==> src/rtl/viterbi_traceback_param_if.sv <==
// Survivor-memory read bus and decoded-bit output stream of the Viterbi
// traceback unit.
//   sm_re / sm_page / sm_state : survivor read request (master -> memory)
//   sm_bit                     : decision bit, valid one cycle after sm_re
//   out_bit / out_valid / out_last / out_ready : decoded-bit valid/ready stream
// master = traceback unit, slave = survivor memory + downstream consumer.
interface viterbi_traceback_param_if #(
  parameter int SW = 6,
  parameter int PW = 6
);
  logic          sm_re;
  logic [PW-1:0] sm_page;
  logic [SW-1:0] sm_state;
  logic          sm_bit;
  logic          out_bit;
  logic          out_valid;
  logic          out_ready;
  logic          out_last;

  modport master (
    output sm_re, sm_page, sm_state, out_bit, out_valid, out_last,
    input  sm_bit, out_ready
  );

  modport slave (
    input  sm_re, sm_page, sm_state, out_bit, out_valid, out_last,
    output sm_bit, out_ready
  );
endinterface

==> src/rtl/viterbi_traceback_param.sv <==
// Parametrised Viterbi traceback unit.
// On start it walks TBD survivor pages backwards from start_page, beginning at
// start_state (or state 0 for a zero-tail frame), fetching one decision bit per
// step, then emits the OUT_LEN oldest decoded bits oldest-first.
// Ports:
//   clk, reset          : clock, asynchronous active-high reset
//   start, start_state, start_page, terminate : traceback request
//   abort               : synchronous return to IDLE, pending output dropped
//   bus (master)        : survivor read bus and decoded-bit stream
//   busy                : not IDLE
//   overrun             : sticky, start seen while busy
module viterbi_traceback_param #(
  parameter int SW      = 6,
  parameter int PW      = 6,
  parameter int TBD     = 64,
  parameter int OUT_LEN = 32
) (
  input  logic          clk,
  input  logic          reset,
  input  logic          start,
  input  logic [SW-1:0] start_state,
  input  logic [PW-1:0] start_page,
  input  logic          terminate,
  input  logic          abort,
  viterbi_traceback_param_if.master bus,
  output logic          busy,
  output logic          overrun
);

  localparam int STW  = $clog2(TBD + 1);
  localparam int RIW  = (OUT_LEN > 1) ? $clog2(OUT_LEN) : 1;
  localparam int SKIP = TBD - OUT_LEN;

  typedef enum logic [1:0] {IDLE, READ, WAIT, EMIT} fsm_t;

  fsm_t             fsm, fsm_nxt;
  logic [PW-1:0]    page_r;
  logic [SW-1:0]    trel_r;
  logic [STW-1:0]   step_r;
  logic [RIW-1:0]   rd_idx;
  logic [OUT_LEN-1:0] buf_r;
  logic [STW-1:0]   wr_idx;
  logic             keep;
  logic             xfer;
  logic             last_step;

  assign xfer      = (fsm == EMIT) && !abort && bus.out_ready;
  assign last_step = (step_r == STW'(TBD - 1));
  assign wr_idx    = step_r - STW'(SKIP);

  // Only the oldest OUT_LEN steps are kept; the newest SKIP decisions are
  // traced for convergence but never emitted.
  generate
    if (SKIP == 0) begin : g_keep_all
      assign keep = 1'b1;
    end else begin : g_keep_old
      assign keep = (step_r >= STW'(SKIP));
    end
  endgenerate

  always_ff @(posedge clk or posedge reset) begin
    if (reset) fsm <= IDLE;
    else       fsm <= fsm_nxt;
  end

  always_comb begin
    fsm_nxt = fsm;
    unique case (fsm)
      IDLE: if (start)     fsm_nxt = READ;
      READ:                fsm_nxt = WAIT;
      WAIT: if (last_step) fsm_nxt = EMIT;
            else           fsm_nxt = READ;
      EMIT: if (xfer && (rd_idx == '0)) fsm_nxt = IDLE;
      default:             fsm_nxt = IDLE;
    endcase
    if (abort) fsm_nxt = IDLE;
  end

  always_ff @(posedge clk or posedge reset) begin
    if (reset) begin
      page_r  <= '0;
      trel_r  <= '0;
      step_r  <= '0;
      rd_idx  <= '0;
      overrun <= 1'b0;
    end else begin
      if (start && (fsm != IDLE)) overrun <= 1'b1;
      unique case (fsm)
        IDLE: if (start && !abort) begin
          page_r <= start_page;
          trel_r <= terminate ? '0 : start_state;
          step_r <= '0;
        end
        WAIT: begin
          trel_r <= {trel_r[SW-2:0], bus.sm_bit};
          page_r <= page_r - PW'(1);
          step_r <= step_r + STW'(1);
          if (last_step) rd_idx <= RIW'(OUT_LEN - 1);
        end
        EMIT: if (xfer && (rd_idx != '0)) rd_idx <= rd_idx - RIW'(1);
        default: ;
      endcase
    end
  end

  // Decision buffer carries no reset; it is always fully rewritten before EMIT.
  always_ff @(posedge clk) begin
    if ((fsm == WAIT) && keep) buf_r[wr_idx[RIW-1:0]] <= trel_r[SW-1];
  end

  assign bus.sm_re     = (fsm == READ) && !abort;
  assign bus.sm_page   = page_r;
  assign bus.sm_state  = trel_r;
  assign bus.out_valid = (fsm == EMIT) && !abort;
  assign bus.out_bit   = (fsm == EMIT) ? buf_r[rd_idx] : 1'b0;
  assign bus.out_last  = (fsm == EMIT) && (rd_idx == '0);
  assign busy          = (fsm != IDLE);

  param_ok: assert property (@(posedge clk) disable iff (reset)
    (OUT_LEN >= 1) && (OUT_LEN <= TBD) && (TBD >= 2) && (TBD <= (1 << PW)));

endmodule

==> src/flat_wrapper.sv <==
// flat-port wrapper written by rule: the top's interface ports become plain ports
module viterbi_traceback_param_flat 
#(
  parameter int SW      = 6,
  parameter int PW      = 6,
  parameter int TBD     = 64,
  parameter int OUT_LEN = 32
)
  (clk, reset, start, start_state, start_page, terminate, abort, busy, overrun, bus_sm_re, bus_sm_page, bus_sm_state, bus_out_bit, bus_out_valid, bus_out_last, bus_sm_bit, bus_out_ready);
  viterbi_traceback_param_if #(.SW(SW), .PW(PW)) bus_i ();
  input  logic clk;
  input  logic reset;
  input  logic start;
  input  logic [SW-1:0] start_state;
  input  logic [PW-1:0] start_page;
  input  logic terminate;
  input  logic abort;
  output logic busy;
  output logic overrun;
  output wire logic [$bits(bus_i.sm_re)-1:0] bus_sm_re;
  output wire logic [$bits(bus_i.sm_page)-1:0] bus_sm_page;
  output wire logic [$bits(bus_i.sm_state)-1:0] bus_sm_state;
  output wire logic [$bits(bus_i.out_bit)-1:0] bus_out_bit;
  output wire logic [$bits(bus_i.out_valid)-1:0] bus_out_valid;
  output wire logic [$bits(bus_i.out_last)-1:0] bus_out_last;
  input wire logic [$bits(bus_i.sm_bit)-1:0] bus_sm_bit;
  input wire logic [$bits(bus_i.out_ready)-1:0] bus_out_ready;
  assign bus_sm_re = bus_i.sm_re;
  assign bus_sm_page = bus_i.sm_page;
  assign bus_sm_state = bus_i.sm_state;
  assign bus_out_bit = bus_i.out_bit;
  assign bus_out_valid = bus_i.out_valid;
  assign bus_out_last = bus_i.out_last;
  assign bus_i.sm_bit = bus_sm_bit;
  assign bus_i.out_ready = bus_out_ready;
  viterbi_traceback_param #(.SW(SW), .PW(PW), .TBD(TBD), .OUT_LEN(OUT_LEN)) u_core (.clk(clk), .reset(reset), .start(start), .start_state(start_state), .start_page(start_page), .terminate(terminate), .abort(abort), .bus(bus_i), .busy(busy), .overrun(overrun));
endmodule
==> config.mk <==
export PLATFORM = sky130hd
export DESIGN_NAME = viterbi_traceback_param_flat
export DESIGN_NICKNAME = d
export VERILOG_FILES = /design/src/rtl/viterbi_traceback_param_if.sv /design/src/rtl/viterbi_traceback_param.sv /design/src/flat_wrapper.sv
export SDC_FILE = /design/constraint.sdc
export NUM_CORES = 1
export LEC_CHECK = 0
export BUFFER_PORTS_ARGS = -buffer_cell sky130_fd_sc_hd__buf_2
export CORE_MARGIN = 2
export CORE_UTILIZATION = 38
export DETAILED_ROUTE_END_ITERATION = 10
export PLACE_DENSITY = 0.67
export SLEW_MARGIN = 5
export SYNTH_ARGS = -nofsm -noshare
export SYNTH_HDL_FRONTEND = slang
export SYNTH_SLANG_ARGS = --single-unit
==> constraint.sdc <==
create_clock -name clk -period 2.14 [get_ports clk]
set_clock_uncertainty 0.2 [all_clocks]
set_input_delay 0.321 -clock clk [delete_from_list [all_inputs] [get_ports clk]]
set_output_delay 0.321 -clock clk [all_outputs]
set_load 0.02 [all_outputs]
==> metrics.csv <==
metric;value;unit
Initial Utilization;39.82;%
RD Place Congestion;0.7992;
clk buf depth;2;
Post-synth EDFFs;32;
H-tree Lvls;3;
max-slew violation count;0;
Synth warnings;0;
Rows;31;
drt drc;0;
r2r worst-path depth;10;
placed cell count;404;
Critical Path AT;1.97;ns
failing checks;negative setup slack;
Worst Hold Class;input port to flop;
Crit. Startpoint;u_core.rd_idx[0];
CTS Buf Count;9;
Pre-antenna DRT Iters;4;
WP data required;1.62;ns
Mean Syn Cell Area;11.14;um^2
GRT Util Overall;16.41;%
core area;0.007331;mm^2
Die ar.;0.008399;mm^2
Main synth FF type;edfxtp_1;
final design utilization;49.34;%
Die Height;91.65;um
CP delay by family, top;multiplexers;
initial antenna violation count;0;
Die W;91.65;um
CP endpoint;bus_out_bit;
Iteration-0 DRC Markers;81;
CTS tree;done;
Yosys top cell area share;32.92;%
power density over cell area;906.9;mW/mm^2
status;finished, violations left;
Worst Max-Slew Pin Slew;0.3725;ns
vias in the first global route;2245;
Final min period;2.496;ns
RSZ-0062 raised after global routing;yes;
largest net degree at the start of global routing;34;
Critical Path Slowest Stage Cell;mux4_2;
r2r setup slk;0.02;ns
startpoint types;flop;
DR vias;2261;
Async SR Flop Fraction;45.76;%
Layout fillers;664;
CTS clk-pin slew, worst paths;0.07;ns
Buf+Inv Stages, Crit Path;3;
DP Area;0.003316;mm^2
crit end category;output pin;
port bufs;36;
reg2reg end;u_core.rd_idx[0];
metal3 WL;293;um
first-pass GRT wire length;10810;um
Critical R2R Launch;u_core.rd_idx[0];
post-route cell area;0.003617;mm^2
mapped cell area;0.002919;mm^2
Boundary Pins;37;
via/cell ratio;5.308;
diode count;0;
wirelength, routed;6397;um
pre-CTS WS;-0.2500;ns
metal2 WL;3095;um
gr ovfl total;0;
worst-path cell chain;buf_6 -> buf_6 -> mux4_2 -> o221ai_2 -> o21a_1 -> nor4_2 -> buf_2;
top layer used by detailed routing;met4;
Seq cells post-synth;59;
CP peak stage delay;0.50;ns
leakage;1.420;nW
synthesized net count;287;
Mapped Cells;262;
crit share post-route;116.6;%
M1 WL;2869;um
Max-slew headroom;75.11;%
CP Max Fanout;4;
Synth area leader;edfxtp_1;
non-filler instance count after layout;426;
most frequent CP cell;buf_6;
layout cells sized above 1;29.05;%
fmax;400.7;MHz
clock latency at the later pin of the worst-skew pair;0.33;ns
most frequent cells after synthesis;55 x nor2_1, 32 x edfxtp_1, 27 x dfrtp_1;
cell count along the critical path;7;
setup ws final;-0.3556;ns
drt wl/cell;15.02;um
CTS root buf;clkbuf_8;
Seq/Total Area, Yosys;56.07;%
final net count;347;
Peak VDD IR;362.4;uV
synthesis-to-layout area growth;23.92;%
Max-cap violations;0;
hold path start;start_page[3];
hpwl dp;4353;um
Hold WS;0.03508;ns
top cells by area, synth;edfxtp_1 33%, dfrtp_1 23%, nor2_1 7.1%, mux4_2 4.6%, ha_1 2.6%;
final setup fails;2;
critical setup path kind;flop to output pin;
final count of hold timing violations;0;
most common cell in the netlist;nor2_1;
Antenna Nets Post-Route;0;
Netlist cell types;50;
Clock Sinks;59;
worst min path at each step:
| stage | endpoint | cells past startpoint |
|---|---|---|
| after floorplan | u_core.bus.sm_page[0] | 1 |
| after global placement | u_core.rd_idx[3] | 3 |
| after detailed placement | u_core.rd_idx[1] | 3 |
| after CTS | u_core.bus.sm_page[2] | 3 |
| after global routing | u_core.bus.sm_page[2] | 3 |
| final | u_core.bus.sm_page[3] | 3 |
registers in the layout, summed over array words and instances, names as in the netlist:
register,flops
u_core.step_r,7
u_core.buf_r,32
u_core.rd_idx,5
u_core.bus.sm_page,6
u_core.bus.sm_state,6
u_core.fsm,2
u_core.overrun,1
worst register-to-register path, cell delays in order, from the launching register on:
cell	delay (ns)
dfrtp_1	0.40
buf_4	0.17
inv_2	0.07
ha_2	0.18
nor4b_4	0.22
buf_4	0.17
nor4b_4	0.04
buf_4	0.16
buf_4	0.13
nor3_1	0.19
a21oi_1	0.07
cells in the final DEF (no fill, tap or decap), types with 2 or more instances in the layout:
master          n
nand3_1         8
inv_1           6
nand2_1        18
clkbuf_1        2
mux4_2          6
dfrtp_1        27
dlygate4sd3_1   2
or3b_2          2
buf_4          23
nand3b_1        8
nand2b_1        9
edfxtp_1       32
nor4_1          2
a211oi_1        3
clkbuf_8        9
buf_2          35
buf_6           2
nor4b_4         2
mux2i_1         4
a31oi_1         7
a21o_1          3
o22ai_1         2
clkinv_2        2
nor3b_1         2
o31ai_1         2
and4b_1         2
o211ai_1        3
or3_1           3
nor3_1          2
a21oi_1         7
o21ai_0         6
ha_1            5
nor2_1         55
metal layers:
metal	vias up	global-route usage (%)
li1	1086	-
met1	1108	21.06
met2	52	25.98
met3	15	4.684
met4	0	7.071
met5	-	0
stage by stage:
| step | TNS [ns] | power, mW |
|---|---|---|
| after floorplan | -0.03717 | 1.941 |
| after CTS | -0.4208 | 3.299 |
| after detailed placement | -0.2806 | 2.192 |
| final | -0.4286 | 3.280 |
| after global routing | -0.6581 | 3.449 |
| after global placement | -0.1648 | 2.168 |
final cells by class:
class	instances	area, um^2	share of cell area (%)
sequential	59	1637	45.24
multi-input combinational	183	1237	34.21
timing repair buffer	62	390.4	10.79
clock buffer	12	156.4	4.324
tap	99	123.9	3.424
clock inverter	4	46.29	1.280
inverter	7	26.28	0.7264
where the power goes:
group          leakage (nW)  internal, mW  total, mW  switching, mW
Sequential            0.630          1.34       1.46          0.120
Clock                 0.106         0.606       1.04          0.432
Combinational         0.685         0.369      0.787          0.418
Total                  1.42          2.31       3.28          0.970
timing repair:
| action | CTS | global route |
|---|---|---|
| pin swaps | 5 | 3 |
| buffers inserted | 5 | 0 |
| gates resized for setup | 12 | 0 |
| cloned | 0 | 0 |
| setup endpoints to repair | 4 | 6 |
| endpoints found under the hold margin | 28 | 0 |
| hold buffers | 2 | 0 |
logic make-up after synthesis:
kind of cell	after synthesis	synth area share, %
AO/OA/AOI/OAI	44	10.37
adder cells (fa/ha/maj)	6	2.572
buffers and inverters	20	3.386
flip-flops	59	56.07
multiplexers	10	6.001
AND/OR/NAND/NOR	123	21.60
Note: power is estimated with default switching activity, not from simulation.
